**src/rtl/tod_if.sv**
```systemverilog
// tod_if: control, load and time-readout signals of the time-of-day counter.
// Optional alarm signals exist only when TOD_ALARM_EN is defined.
//   master: drives run/tick/load/ld_* (and al_* when enabled), observes the time.
//   slave : the counter itself; consumes the controls and presents the time.
interface tod_if;
    logic       run;
    logic       tick;
    logic       load;
    logic [4:0] ld_hh;
    logic [5:0] ld_mm;
    logic [5:0] ld_ss;
    logic [4:0] hh;
    logic [5:0] mm;
    logic [5:0] ss;
    logic       day_tick;
    logic       load_err;
`ifdef TOD_ALARM_EN
    logic       al_en;
    logic [4:0] al_hh;
    logic [5:0] al_mm;
    logic       alarm;
`endif

    modport master (
        output run, tick, load, ld_hh, ld_mm, ld_ss,
`ifdef TOD_ALARM_EN
        output al_en, al_hh, al_mm,
        input  alarm,
`endif
        input  hh, mm, ss, day_tick, load_err
    );

    modport slave (
        input  run, tick, load, ld_hh, ld_mm, ld_ss,
`ifdef TOD_ALARM_EN
        input  al_en, al_hh, al_mm,
        output alarm,
`endif
        output hh, mm, ss, day_tick, load_err
    );
endinterface

```
**src/rtl/tod_counter.sv**
```systemverilog
// tod_counter: hours:minutes:seconds counter advanced by a prescaled tick.
// Emits a one-cycle day_tick on the 23:59:59 -> 00:00:00 rollover, which the
// downstream calendar uses to advance the date. Supports a range-checked load.
// Optional alarm comparator enabled by the macro TOD_ALARM_EN.
// Ports:
//   clk   - system clock, rising edge
//   rst_n - asynchronous active-low reset, clears all state
//   bus   - tod_if.slave: run, tick, load, ld_hh/ld_mm/ld_ss in;
//           hh/mm/ss, day_tick, load_err out (al_en/al_hh/al_mm in,
//           alarm out when TOD_ALARM_EN is defined)
// Parameter PRESCALE: qualified ticks per second, 1..1023.
module tod_counter #(
    parameter int PRESCALE = 1
) (
    input  logic clk,
    input  logic rst_n,
    tod_if.slave bus
);

    localparam logic [9:0] PS_LAST = 10'(PRESCALE - 1);

    logic [9:0] presc;
    logic [4:0] hh_q;
    logic [5:0] mm_q;
    logic [5:0] ss_q;
    logic       day_tick_q;
    logic       load_err_q;

    logic [4:0] hh_nx;
    logic [5:0] mm_nx;
    logic [5:0] ss_nx;
    logic       wrap_nx;
    logic       qual;
    logic       load_ok;

    function automatic logic time_valid(input logic [4:0] h,
                                        input logic [5:0] m,
                                        input logic [5:0] s);
        return (h <= 5'd23) && (m <= 6'd59) && (s <= 6'd59);
    endfunction

    // load has priority, so a coincident tick is discarded rather than counted
    assign qual    = bus.tick & bus.run & ~bus.load;
    assign load_ok = time_valid(bus.ld_hh, bus.ld_mm, bus.ld_ss);

    // Full carry chain in one cycle so no partial time is ever registered
    always_comb begin
        ss_nx   = ss_q + 6'd1;
        mm_nx   = mm_q;
        hh_nx   = hh_q;
        wrap_nx = 1'b0;
        if (ss_q == 6'd59) begin
            ss_nx = 6'd0;
            mm_nx = mm_q + 6'd1;
            if (mm_q == 6'd59) begin
                mm_nx = 6'd0;
                hh_nx = hh_q + 5'd1;
                if (hh_q == 5'd23) begin
                    hh_nx   = 5'd0;
                    wrap_nx = 1'b1;
                end
            end
        end
    end

    always_ff @(posedge clk or negedge rst_n) begin
        if (!rst_n) begin
            presc      <= '0;
            hh_q       <= '0;
            mm_q       <= '0;
            ss_q       <= '0;
            day_tick_q <= 1'b0;
            load_err_q <= 1'b0;
        end else begin
            day_tick_q <= 1'b0;
            load_err_q <= 1'b0;
            if (bus.load) begin
                if (load_ok) begin
                    hh_q  <= bus.ld_hh;
                    mm_q  <= bus.ld_mm;
                    ss_q  <= bus.ld_ss;
                    presc <= '0;
                end else begin
                    load_err_q <= 1'b1;
                end
            end else if (qual) begin
                if (presc == PS_LAST) begin
                    presc      <= '0;
                    hh_q       <= hh_nx;
                    mm_q       <= mm_nx;
                    ss_q       <= ss_nx;
                    day_tick_q <= wrap_nx;
                end else begin
                    presc <= presc + 10'd1;
                end
            end
        end
    end

`ifdef TOD_ALARM_EN
    logic alarm_q;

    // Compare against the time being advanced into, so a load can never fire it
    always_ff @(posedge clk or negedge rst_n) begin
        if (!rst_n) begin
            alarm_q <= 1'b0;
        end else begin
            alarm_q <= qual && (presc == PS_LAST) && bus.al_en &&
                       (hh_nx == bus.al_hh) && (mm_nx == bus.al_mm) &&
                       (ss_nx == 6'd0);
        end
    end

    assign bus.alarm = alarm_q;
`endif

    assign bus.hh       = hh_q;
    assign bus.mm       = mm_q;
    assign bus.ss       = ss_q;
    assign bus.day_tick = day_tick_q;
    assign bus.load_err = load_err_q;

endmodule

```
**src/flat_wrapper.sv**
```systemverilog
// flat-port wrapper written by rule: the top's interface ports become plain ports
module tod_counter_flat 
#(
    parameter int PRESCALE = 1
)
  (clk, rst_n, bus_run, bus_tick, bus_load, bus_ld_hh, bus_ld_mm, bus_ld_ss, bus_hh, bus_mm, bus_ss, bus_day_tick, bus_load_err);
  tod_if bus_i ();
  input  logic clk;
  input  logic rst_n;
  input wire logic [$bits(bus_i.run)-1:0] bus_run;
  input wire logic [$bits(bus_i.tick)-1:0] bus_tick;
  input wire logic [$bits(bus_i.load)-1:0] bus_load;
  input wire logic [$bits(bus_i.ld_hh)-1:0] bus_ld_hh;
  input wire logic [$bits(bus_i.ld_mm)-1:0] bus_ld_mm;
  input wire logic [$bits(bus_i.ld_ss)-1:0] bus_ld_ss;
  output wire logic [$bits(bus_i.hh)-1:0] bus_hh;
  output wire logic [$bits(bus_i.mm)-1:0] bus_mm;
  output wire logic [$bits(bus_i.ss)-1:0] bus_ss;
  output wire logic [$bits(bus_i.day_tick)-1:0] bus_day_tick;
  output wire logic [$bits(bus_i.load_err)-1:0] bus_load_err;
  assign bus_i.run = bus_run;
  assign bus_i.tick = bus_tick;
  assign bus_i.load = bus_load;
  assign bus_i.ld_hh = bus_ld_hh;
  assign bus_i.ld_mm = bus_ld_mm;
  assign bus_i.ld_ss = bus_ld_ss;
  assign bus_hh = bus_i.hh;
  assign bus_mm = bus_i.mm;
  assign bus_ss = bus_i.ss;
  assign bus_day_tick = bus_i.day_tick;
  assign bus_load_err = bus_i.load_err;
  tod_counter #(.PRESCALE(PRESCALE)) u_core (.clk(clk), .rst_n(rst_n), .bus(bus_i));
endmodule
```
**config.mk**
```make
export PLATFORM = sky130hd
export DESIGN_NAME = tod_counter_flat
export DESIGN_NICKNAME = d
export VERILOG_FILES = /design/src/rtl/tod_if.sv /design/src/rtl/tod_counter.sv /design/src/flat_wrapper.sv
export SDC_FILE = /design/constraint.sdc
export NUM_CORES = 1
export LEC_CHECK = 0
export BUFFER_PORTS_ARGS = -buffer_cell sky130_fd_sc_hd__buf_2
export CORE_UTILIZATION = 35
export CTS_CLUSTER_DIAMETER = 30
export DETAILED_ROUTE_END_ITERATION = 16
export PLACE_DENSITY = 0.57
export SLEW_MARGIN = 20
export SYNTH_ARGS = -nofsm -noshare
export SYNTH_HDL_FRONTEND = slang
export SYNTH_SLANG_ARGS = --single-unit
export TNS_END_PERCENT = 1
```
**constraint.sdc**
```tcl
create_clock -name clk -period 2.8 [get_ports clk]
set_input_delay 0.42 -clock clk [delete_from_list [all_inputs] [get_ports clk]]
set_output_delay 0.42 -clock clk [all_outputs]
set_load 0.1 [all_outputs]
```
== Word level (Yosys, flattened, before mapping) ==
Index checks and enable logic that the tools add are counted.
Operators by class
  reduce and logical (&&, ||, !) cells: 11
  bitwise logic cells: 3
  $add $sub $neg: 4
  muxes and demuxes: 30
  equal/unequal tests: 4
  order comparisons: 3
Operators by type and width (count)
  6-bit two-way mux: 11
  10-bit two-way mux: 4
  5-bit two-way mux: 7
  6-bit by 1-bit adder with 6-bit output (second input constant): 2
  6-bit == test (second input constant): 2
  6-bit less-or-equal comparator (second input constant): 2
  10-bit by 1-bit adder with 10-bit output (second input constant): 1
  10-bit logical NOT: 1
  1-bit two-way mux: 8
  2-bit nonzero test: 4
  5-bit by 1-bit adder with 5-bit output (second input constant): 1
  5-bit == test (second input constant): 1
  5-bit less-or-equal comparator (second input constant): 1
  5-bit AND reduction: 1
  4-bit AND reduction: 1
  3-bit AND reduction: 1
  1-bit AND: 2
  1-bit logical AND: 2
  2-bit by 1-bit inequality test with 1-bit output (second input constant): 1
  2-bit AND reduction: 1
  1-bit inverter: 1
Storage, ports and cells
  register bits after elaboration: 29
  word-level logic and storage cells: 61
  output and inout port bits: 19

== Longest topological paths before layout ==
Gate-level depths: netlist of the first run.
  depth after elaboration: 7
  depth in mapped cells: 7

== Least setup slack after synthesis of the first run ==
Ideal clock, no wire load.
  path type: reg-to-reg
  from: register u_core.ss_q[0], in the netlist u_core.bus.ss[0]
  to: register u_core.hh_q[2], in the netlist u_core.bus.hh[2]
  arrival time: 2.377 ns
  buffers on the path: 0
  library setup time: 0.126 ns
  data required time: 2.674 ns
  stages on the path, launching flop included: 6
  setup slack: 0.297 ns
  cell sequence: dfrtp_1 > ha_1 > and4b_1 > a21oi_2 > a211oi_4 > mux2_2
Between the ends
  cells in the longest elaborated chain, start to end: 3
RTL lines
  start, declared: RTL line tod_counter.sv:25  | logic [5:0] ss_q;
  start signal, assigned: RTL line tod_counter.sv:81  | ss_q <= bus.ld_ss;
  start signal, assigned: RTL line tod_counter.sv:91  | ss_q <= ss_nx;
  6-bit == test: RTL line tod_counter.sv:52  | if (ss_q == 6'd59) begin
  2-bit nonzero test (no source line)
  5-bit AND reduction (no source line)
  end signal, assigned: RTL line tod_counter.sv:79  | hh_q <= bus.ld_hh;
  end signal, assigned: RTL line tod_counter.sv:89  | hh_q <= hh_nx;
  end, declared: RTL line tod_counter.sv:23  | logic [4:0] hh_q;
No other way between the ends.
A chain may end at the register's enable or synchronous reset.

== Final worst setup path of the first run ==
  from: register u_core.presc[0]
  to: register u_core.hh_q[4], in the netlist u_core.bus.hh[4]
Between the ends
  cells in the longest elaborated chain, start to end: 3
RTL lines
  start, declared: RTL line tod_counter.sv:22  | logic [9:0] presc;
  start signal, assigned: RTL line tod_counter.sv:94  | presc <= presc + 10'd1;
  10-bit logical NOT: RTL line tod_counter.sv:87  | if (presc == PS_LAST) begin
  2-bit nonzero test (no source line)
  5-bit AND reduction (no source line)
No other way between the ends.

==> results of run 1 <==
-- power groups by stage --
stage	clock network, uW	logic, uW	registers, uW
floorplan	0	260	1240
global placement	0	1070	632
detailed placement	0	1070	633
CTS	360	1070	626
global route	380	1120	646
finish	348	1070	624
-- logic make-up after synthesis --
kind of cell	count (synthesis)
simple gates	70
compound gates	62
flops	29
buf+inv	22
mux	9
fa+ha+maj	5
xor+xnor	2
-- critical path, cell delays in order, from the launching register on --
cell and delay (ns):
dfrtp_1 0.44, inv_1 0.09, ha_1 0.13, nor2b_1 0.27, nand4_4 0.29, a211oi_4 0.43, mux2_2 0.38
-- per-stage QoR --
step | cells | total power, uW
after floorplan | 199 | 1500
after global placement | 306 | 1700
after detailed placement | 306 | 1700
after CTS | 313 | 2060
after global routing | 313 | 2150
final | 313 | 2040
-- how the worst max path moves through the flow --
stage,end,slack [ns],depth (start not counted)
3_5_place_dp,u_core.bus.hh[4]$_DFFE_PN0P_,0.62,5
4_1_cts,u_core.bus.hh[4]$_DFFE_PN0P_,0.64,6
6_report,u_core.bus.hh[4]$_DFFE_PN0P_,0.65,6
5_1_grt,u_core.bus.hh[4]$_DFFE_PN0P_,0.52,6
3_3_place_gp,u_core.bus.hh[4]$_DFFE_PN0P_,0.67,5
2_1_floorplan,u_core.bus.hh[2]$_DFFE_PN0P_,0.30,5
-- registers in the layout, indices dropped and copies added, names as in the netlist --
| signal | flops |
|---|---|
| u_core.bus.day_tick | 1 |
| u_core.bus.hh | 5 |
| u_core.bus.load_err | 1 |
| u_core.bus.mm | 6 |
| u_core.bus.ss | 6 |
| u_core.presc | 10 |
-- layout make-up --
class	count	area (um2)	share of cell area (%)
multi-input combinational	148	1030	46.4
sequential	29	726	32.8
timing repair buffer	44	230	10.4
tap	70	87.6	3.96
clock buffer	7	86.3	3.90
inverter	15	56.3	2.55
-- routing by layer --
| layer | routed length (um) | track usage, % | vias up | share of wire, % |
|---|---|---|---|---|
| met4 | 23 | 5.03 | 0 | 0.51 |
| met5 | 0 | 0 | - | 0 |
| li1 | - | - | 844 | - |
| met1 | 2190 | 24.1 | 810 | 48 |
| met2 | 2060 | 26.2 | 40 | 46 |
| met3 | 249 | 4.74 | 2 | 5.5 |
-- layout by cell type (no fill, tap or decap), drive strengths merged, types with 8 or more instances in the layout --
cell type  instances
buf               44
dfrtp             29
a21oi             18
nand2             17
inv               15
o21ai             10
mux2               8
==> summary.txt, run 1 <==
Clock tree
  • Clock Tree Buf Depth: 2
  • Num CTS Buffers: 5
  • Post-CTS Setup Inserts: 0
  • Clock Latency Late Sink: 0.27 ns
  • # clock sinks: 29
  • CTS tree: done
  • CTS resizes: 0
  • CTS Hold Bufs: 0
  • Clock transition at path regs: 0.06 ns
  • # H-tree levels: 2
  • CTS Root Buffer Type: clkbuf_8

Yosys
  • Mapped Cells: 199
  • Synth warn: 0
  • Post-synth EDFFs: 0
  • Yosys top cell area share: 39.5%
  • Mapped Nets: 226
  • Xor/xnor cell area share of the yosys netlist: 0.952%
  • Simple-gate share of the synthesized area: 23.2%
  • Synth Flop Type: dfrtp_1
  • Count leader, synth: dfrtp_1
  • Register area share after synthesis: 39.5%
  • Cell area after synthesis: 1840 um2
  • Mux cell area share after synthesis: 5.44%
  • Cell taking the most area after synthesis: dfrtp_1
  • Synth async-reset ratio: 100%
  • Post-Synth Adder-Cell Area: 3.40%
  • Compound-Gate Fraction of Synth Area: 22.8%
  • #FFs+latches synth: 29
  • Post-synth top cells: 29 x dfrtp_1, 17 x a21oi_1, 17 x nand2_1, 15 x inv_1, 10 x o21ai_0
  • Main combinational cell family by area after synthesis: simple AND/OR/NAND/NOR gates
  • Mean Syn Cell Area: 9.24 um2
  • Top cells by area, synth: dfrtp_1 39%, mux2_2 4.9%, a21oi_1 4.6%, nand2_1 3.5%, ha_1 3.4%
  • Yosys cell types: 48

Min path
  • Min-Delay Path Class: input pin to asynchronous set/reset pin

Power
  • PD cells: 921 nW/um2
  • Clock power share: 17.1%
  • Max VDD drop: 425 uV
  • Internal Power: 928 uW
  • Part of the power in combinational logic: 52.3%
  • Sequential power share: 30.6%
  • Sw Pwr: 1110 uW
  • Pleak: 0.000971 uW
  • Switching Share: 54.5%

Timing
  • Max Transition Viols Final: 0
  • Worst-margin pin slew: 0.668 ns
  • Final TNS setup: 0 ns
  • Final min period: 2.15 ns
  • RSZ-0062 raised after global routing: false
  • Clk_skew: 0.00257 ns
  • Min setup slack post-route: 0.654 ns
  • Rel. slew slack: 55.5%
  • Highest clock rate: 466 MHz
  • Final period utilization: 76.6%
  • Final setup vio count: 0
  • Final hold violation count: 0
  • WHS: 0.178 ns

Place
  • I/O Buffers: 40
  • Pre-CTS WS: 0.617 ns
  • Placer Congestion: 0.881
  • Post-DP Area: 2130 um2
  • Post-DP HPWL: 3300 um

Finish
  • Final Util: 43.6%
  • Nets: 270
  • Layout cells sized above 1: 25.9%
  • Ant diodes: 0
  • Fill count: 559
  • Final instance area: 2210 um2
  • Synth-to-layout area growth: 20.3%

Routing
  • TritonRoute pass-1 iters: 4
  • Drt drc: 0
  • Detailed Route WL: 4520 um
  • Vias after detailed routing: 1696
  • DRT iter0 DRCs: 84
  • Remaining antenna violation count: 0
  • Vias/cell: 5.42
  • DR WL/cell: 14.4 um

Setup path
  • Worst r2r src: u_core.presc[0]$_DFFE_PN0N_
  • Worst EP arrival: 2.31 ns
  • R2r endpoint: u_core.bus.hh[4]$_DFFE_PN0P_
  • Crit. End Element: flop
  • WS Path Type: flop to flop
  • Worst reg-to-reg setup slack: 0.65 ns
  • Worst Setup SP: u_core.presc[0]$_DFFE_PN0N_
  • R2R depth: 6
  • Crit Path Max Fanout: 17
  • Startpoint types: flop
  • Worst endpoint required time: 2.96 ns

Die
  • Die span in y: 74.5 um
  • I/O pin cnt: 41
  • Die X: 74.5 um
  • Row cnt: 26
  • Die area: 5550 um2
  • Core area: 5070 um2
  • Initial Utilization: 36.2%

GRT
  • GRT Overall Usage: 17.3%
  • Grt ovf: 0
  • Vias in the first global route: 1518
  • First-pass GRT wire length: 7270 um
  • Initial antenna violation count: 0
  • Largest net degree at the start of global routing: 30

Run status
  • Outcome: completed

Flow run
  • Max Cap Viol: 0
No activity file was read; power rests on OpenSTA's default activity.
==> run 2, diff against run 1 <==
Settings changed: ABC_AREA set to 1, PLACE_DENSITY 0.57 to 0.56.
Clock period 2.8 ns to 2.1 ns, I/O delays scaled along.
==> summary.txt, run 2 <==
Run status
  • Outcome: completed

Die
  • Row cnt: 27 (+3.8%)
  • Initial Utilization: 36.6% (+0.35 points)
  • Core area: 5570 um2 (+9.8%)
  • I/O pin cnt: 41 (unchanged)
  • Die span in y: 78.3 um (+5.2%)
  • Die X: 78.3 um (+5.2%)
  • Die area: 6140 um2 (+11%)

Routing
  • Detailed Route WL: 4760 um (+5.4%)
  • Drt drc: 0 (unchanged)
  • DRT iter0 DRCs: 101 (+20%)
  • Vias/cell: 4.83 (-11%)
  • Remaining antenna violation count: 0 (unchanged)
  • Vias after detailed routing: 1912 (+13%)
  • DR WL/cell: 12.0 um (-17%)
  • TritonRoute pass-1 iters: 4 (unchanged)

Timing
  • Rel. slew slack: 55.7% (+0.28 points)
  • Worst-margin pin slew: 0.664 ns (-0.00420 ns)
  • Highest clock rate: 580 MHz (+25%)
  • Final min period: 1.72 ns (-0.423 ns)
  • Final setup vio count: 0 (unchanged)
  • RSZ-0062 raised after global routing: false
  • Final hold violation count: 0 (unchanged)
  • WHS: 0.0576 ns (-0.121 ns)
  • Max Transition Viols Final: 0 (unchanged)
  • Final TNS setup: 0 ns (unchanged)
  • Clk_skew: 0.00642 ns (+0.00385 ns)
  • Final period utilization: 82.1% (+5.4 points)

Clock tree
  • CTS Root Buffer Type: clkbuf_8
  • CTS tree: done
  • Post-CTS Setup Inserts: 0 (unchanged)
  • Clock transition at path regs: 0.07 ns (about the same)
  • CTS resizes: 0 (unchanged)
  • Clock Latency Late Sink: 0.28 ns (about the same)
  • CTS Hold Bufs: 0 (unchanged)
  • Clock Tree Buf Depth: 2 (unchanged)
  • Num CTS Buffers: 5 (unchanged)
  • # H-tree levels: 2 (unchanged)
  • # clock sinks: 29 (unchanged)

Finish
  • Largest Register: u_core.presc
  • Ant diodes: 0 (unchanged)
  • Synth-to-layout area growth: 16.0%
  • Final instance area: 2360 um2 (+6.9%)
  • Most common cell after layout, fill and taps aside: nand2_1
  • Nets: 350 (+30%)
  • Most frequent cells in the layout: 99 x nand2_1, 40 x buf_2, 35 x nand3_1
  • Fill count: 585 (+4.7%)
  • Max FFs per register: 10 (unchanged)
  • Layout cells sized above 1: 21.9% (-4.0 points)

Yosys
  • Register area share after synthesis: 35.6% (-3.9 points)
  • Cell area after synthesis: 2040 um2 (+11%)
  • Yosys top cell area share: 35.6% (-3.9 points)
  • Yosys cell types: 30 (-38%)
  • Synth async-reset ratio: 100% (unchanged)
  • Post-synth EDFFs: 0 (unchanged)
  • Mapped Cells: 283 (+42%)
  • Synth warn: 0 (unchanged)
  • Count leader, synth: nand2_1
  • Top cells by area, synth: dfrtp_1 36%, nand2_1 18%, nand3_1 8.6%, nand4_1 3.7%, nor2_1 3.5%
  • Cell taking the most area after synthesis: dfrtp_1
  • Mean Syn Cell Area: 7.21 um2 (-22%)
  • Post-synth top cells: 99 x nand2_1, 35 x nand3_1, 29 x dfrtp_1, 19 x nor2_1, 18 x inv_1
  • #FFs+latches synth: 29 (unchanged)
  • Synth Flop Type: dfrtp_1
  • Mapped Nets: 310 (+37%)

Min path
  • Min-Delay Path Class: input pin to asynchronous set/reset pin

Setup path
  • Worst r2r src: u_core.presc[0]$_DFFE_PN0N_
  • Worst reg-to-reg setup slack: 0.38 ns (-0.28 ns)
  • Worst EP arrival: 1.89 ns (-0.42 ns)
  • Startpoint types: flop
  • Crit Path Max Fanout: 11 (-6)
  • Worst endpoint required time: 2.26 ns (-0.70 ns)
  • WS Path Type: flop to flop
  • Crit. End Element: flop
  • R2r endpoint: u_core.bus.ss[4]$_DFFE_PN0P_
  • R2R depth: 9 (+3)

GRT
  • Vias in the first global route: 1761 (+16%)
  • Largest net degree at the start of global routing: 30 (unchanged)
  • Grt ovf: 0 (unchanged)
  • First-pass GRT wire length: 8130 um (+12%)
  • Initial antenna violation count: 0 (unchanged)
  • GRT Overall Usage: 17.1% (-0.19 points)

Place
  • I/O Buffers: 40 (unchanged)
  • Placer Congestion: 0.778 (-12%)
  • Post-DP Area: 2280 um2 (+7.5%)
  • Post-DP HPWL: 3530 um (+7.0%)

Power
  • PD cells: 973 nW/um2 (+5.6%)
  • Pleak: 0.00121 uW (+25%)
  • Max VDD drop: 584 uV (+37%)

Flow run
  • Max Cap Viol: 0 (unchanged)
[run 2: cell types whose count changed after synthesis, moves of 7 or more]
cell / change
or3_1: -7
nor2_1: +16
a21oi_1: -16
o21ai_1: +11
nand2_1: +82
nand3_1: +28
mux2_2: -8
[run 2: routing by layer]
| metal | vias to the layer above | share of wire (%) | GRT usage (%) |
|---|---|---|---|
| li1 | 1006 | - | - |
| met1 | 865 | 50 | 23.2 |
| met2 | 37 | 45 | 26.1 |
| met3 | 4 | 3.8 | 3.60 |
| met4 | 0 | 1.0 | 7.78 |
| met5 | - | 0 | 0 |
[run 2: layout make-up]
class,instances,area [um2],area share [%]
clock buffers,8,80.1,3.39
well taps,72,90.1,3.81
repair buffers,42,215,9.10
multi-input cells,225,1180,49.7
inverters,20,75.1,3.17
flip-flops and latches,29,728,30.8
[run 2: worst max-delay path, cell delays in order, from the launching register on]
cell and delay [ns]:
dfrtp_1 0.45, inv_1 0.13, ha_1 0.15, inv_1 0.05, nor3_2 0.17, nand2_4 0.10
nand2_2 0.22, nand2_2 0.18, nand2_1 0.09, o21ai_1 0.06
[run 2: worst max-delay path by stage]
stage	start	end	slack, ns
finish	u_core.presc[0]$_DFFE_PN0N_	u_core.bus.ss[4]$_DFFE_PN0P_	0.38
global route	u_core.presc[0]$_DFFE_PN0N_	u_core.bus.ss[3]$_DFFE_PN0P_	0.20
detailed placement	u_core.presc[0]$_DFFE_PN0N_	u_core.bus.ss[1]$_DFFE_PN0P_	0.39
CTS	u_core.presc[0]$_DFFE_PN0N_	u_core.bus.ss[3]$_DFFE_PN0P_	0.37
global placement	u_core.presc[0]$_DFFE_PN0N_	u_core.bus.ss[3]$_DFFE_PN0P_	0.45
floorplan	u_core.bus.mm[0]$_DFFE_PN0P_	u_core.bus.hh[3]$_DFFE_PN0P_	0.01
[run 2: logic make-up (layout without fill, tap and decap cells)]
kind of cell,Yosys count,after routing,synth area share [%]
and+or+nand+nor,185,185,42.8
adders and majority gates,5,5,3.07
muxes,1,1,0.491
AOI/OAI and AO/OA,29,29,9.20
xor gates and xnor gates,5,5,2.15
DFF,29,29,35.6
buffers and inverters,29,70,6.75
[run 2: power breakdown]
group          switching [uW]  total [uW]  internal [uW]
clock network             210         445            235
registers                 119         766            647
logic                     880        1090            209
[run 2: per-stage QoR]
stage | utilization, % | worst slack [ns] | std cells | power (uW)
after floorplan | - | 0.0112 | 283 | 1660
after global placement | 41.0 | 0.450 | 388 | 1860
after detailed placement | 41.0 | 0.392 | 388 | 1870
after CTS | 42.4 | 0.369 | 396 | 2320
after global routing | 42.4 | 0.197 | 396 | 2430
final | 42.4 | 0.377 | 396 | 2300
==> run 3, diff against run 2 <==
Settings changed: ABC_AREA 1 to 0, PLACE_DENSITY 0.56 to 0.59.
Clock period 2.1 ns to 1.4 ns, I/O delays scaled along.
==> summary.txt, run 3 (synthesized netlist as in run 1, its figures left out) <==
Run status
  • Outcome: finished, violations left
  • Failing checks: negative setup slack

Routing
  • Vias/cell: 5.18 (+7.3%)
  • Detailed Route WL: 5270 um (+11%)
  • TritonRoute pass-1 iters: 4 (unchanged)
  • Remaining antenna violation count: 0 (unchanged)
  • Drt drc: 0 (unchanged)
  • Vias after detailed routing: 1943 (+1.6%)
  • DRT iter0 DRCs: 109 (+7.9%)
  • DR WL/cell: 14.1 um (+17%)

Finish
  • Most common cell after layout, fill and taps aside: buf_4
  • Ant diodes: 0 (unchanged)
  • Nets: 331 (-5.4%)
  • Final Util: 59.0% (+17 points)
  • Largest Register: u_core.presc
  • Max FFs per register: 10 (unchanged)
  • Most frequent cells in the layout: 60 x buf_4, 24 x buf_2, 17 x nand2_1
  • Layout cells sized above 1: 49.2% (+27 points)
  • Synth-to-layout area growth: 62.7%

Die
  • Die area: 5550 um2 (-9.6%)
  • I/O pin cnt: 41 (unchanged)
  • Initial Utilization: 36.2% (-0.35 points)
  • Die X: 74.5 um (-4.9%)
  • Core area: 5070 um2 (-9.0%)
  • Row cnt: 26 (-3.7%)
  • Die span in y: 74.5 um (-4.9%)

Clock tree
  • # H-tree levels: 2 (unchanged)
  • Clock Latency Late Sink: 0.28 ns (about the same)
  • CTS tree: done
  • Num CTS Buffers: 5 (unchanged)
  • Clock transition at path regs: 0.07 ns (about the same)
  • Clock Tree Buf Depth: 2 (unchanged)
  • # clock sinks: 29 (unchanged)
  • CTS Root Buffer Type: clkbuf_8

Timing
  • RSZ-0062 raised after global routing: true
  • Highest clock rate: 552 MHz (-4.8%)
  • Clk_skew: 0.00560 ns (-0.000817 ns)
  • Final TNS setup: -7.11 ns (-7.11 ns)
  • Rel. slew slack: 67.8% (+12 points)
  • Final setup vio count: 26 (+26)
  • Min setup slack post-route: -0.411 ns (-0.788 ns)
  • Final min period: 1.81 ns (+0.0875 ns)
  • Max Transition Viols Final: 0 (unchanged)
  • Final hold violation count: 0 (unchanged)
  • Final period utilization: 129% (+47 points)
  • Worst-margin pin slew: 0.487 ns (-0.177 ns)

Place
  • Placer Congestion: 0.810 (+4.1%)
  • I/O Buffers: 40 (unchanged)
  • Pre-CTS WS: -0.440 ns (-0.832 ns)
  • Post-DP HPWL: 3960 um (+12%)

Setup path
  • Startpoint types: flop
  • Worst EP arrival: 1.98 ns (+0.09 ns)
  • Crit Path Max Fanout: 5 (-6)
  • Worst reg-to-reg setup slack: -0.41 ns (-0.79 ns)
  • Worst endpoint required time: 1.57 ns (-0.69 ns)
  • R2R depth: 5 (-4)
  • Crit. End Element: flop
  • WS Path Type: flop to flop

GRT
  • Vias in the first global route: 1873 (+6.4%)
  • Initial antenna violation count: 0 (unchanged)
  • First-pass GRT wire length: 8640 um (+6.3%)
  • Grt ovf: 0 (unchanged)
  • Largest net degree at the start of global routing: 18 (-40%)
  • GRT Overall Usage: 20.7% (+3.6 points)

Power
  • Pleak: 0.00135 uW (+11%)
  • PD cells: 1700 nW/um2 (+74%)
  • Max VDD drop: 1140 uV (+95%)

Min path
  • Worst Hold Depth: 3
  • Min-Delay Path Class: input pin to flop

Flow run
  • Max Cap Viol: 0 (unchanged)
-- run 3: changes by cell type in the layout (fill, tap and decap cells not counted), sizes merged, moves of 5 or more --
cell   change
o31ai      +6
o22ai      +6
buf       +58
mux2       +8
nand3     -29
a21oi     +16
inv        -5
nor2      -25
or3        +7
o21ai      -9
nand4      -5
nand2     -88
-- run 3: area by class of cell --
cell class,instances,area [um2]
Tap cell,70,87.6
Clock inverter,2,10.0
Clock buffer,6,72.6
Multi-Input combinational cell,148,1120
Sequential cell,29,753
Fill cell,477,2080
Inverter,15,56.3
Timing Repair Buffer,105,896
-- run 3: through the flow --
stage | cell area (um2) | std cells | hold WS (ns) | total power [uW]
after global routing | 2990 | 375 | 0.271 | 5310
final | 2990 | 375 | 0.251 | 5080
after detailed placement | 2790 | 363 | 0.167 | 4290
after CTS | 2960 | 374 | 0.254 | 5070
after floorplan | 1900 | 199 | -0.0856 | 3090
after global placement | 2790 | 363 | 0.177 | 4260
-- run 3: path summary, 6_finish.rpt --
path	startpoint	end
max	u_core.presc[6]$_DFFE_PN0N_	u_core.bus.hh[0]$_DFFE_PN0P_
min	bus_ld_ss[1]	u_core.bus.ss[1]$_DFFE_PN0P_
max reg2reg	u_core.presc[6]$_DFFE_PN0N_	u_core.bus.hh[0]$_DFFE_PN0P_
min reg2reg	u_core.bus.mm[5]$_DFFE_PN0P_	u_core.bus.mm[5]$_DFFE_PN0P_
max in group asynchronous	rst_n	u_core.bus.hh[3]$_DFFE_PN0P_
min in group asynchronous	rst_n	u_core.bus.ss[5]$_DFFE_PN0P_
-- run 3: routing by layer --
metal / share of wire [%] / track usage [%]
met1: 49 / 28.2
met5: 0 / 0
met4: 1.3 / 6.71
met2: 46 / 33.5
met3: 3.2 / 3.12
-- run 3: power by group --
part           leakage [uW]  switching (uW)  internal (uW)
clock             0.0000450             356            345
sequential         0.000357             150           1050
combinational      0.000945            1970           1210
total               0.00135            2470           2610
-- run 3: worst max-delay path, cell delays in order, from the launching register on --
cell,delay (ns)
dfrtp_1,0.42
nor4_4,0.38
nand4_4,0.16
a211oi_4,0.26
buf_6,0.16
mux2_4,0.30
-- run 3: timing repair --
action	4_1_cts	5_1_grt
pin swaps	7	1
endpoints found under the hold margin	15	0
gates resized for setup	17	8
endpoints found under the setup margin	26	30
hold buffers	1	0
buffers inserted	2	1
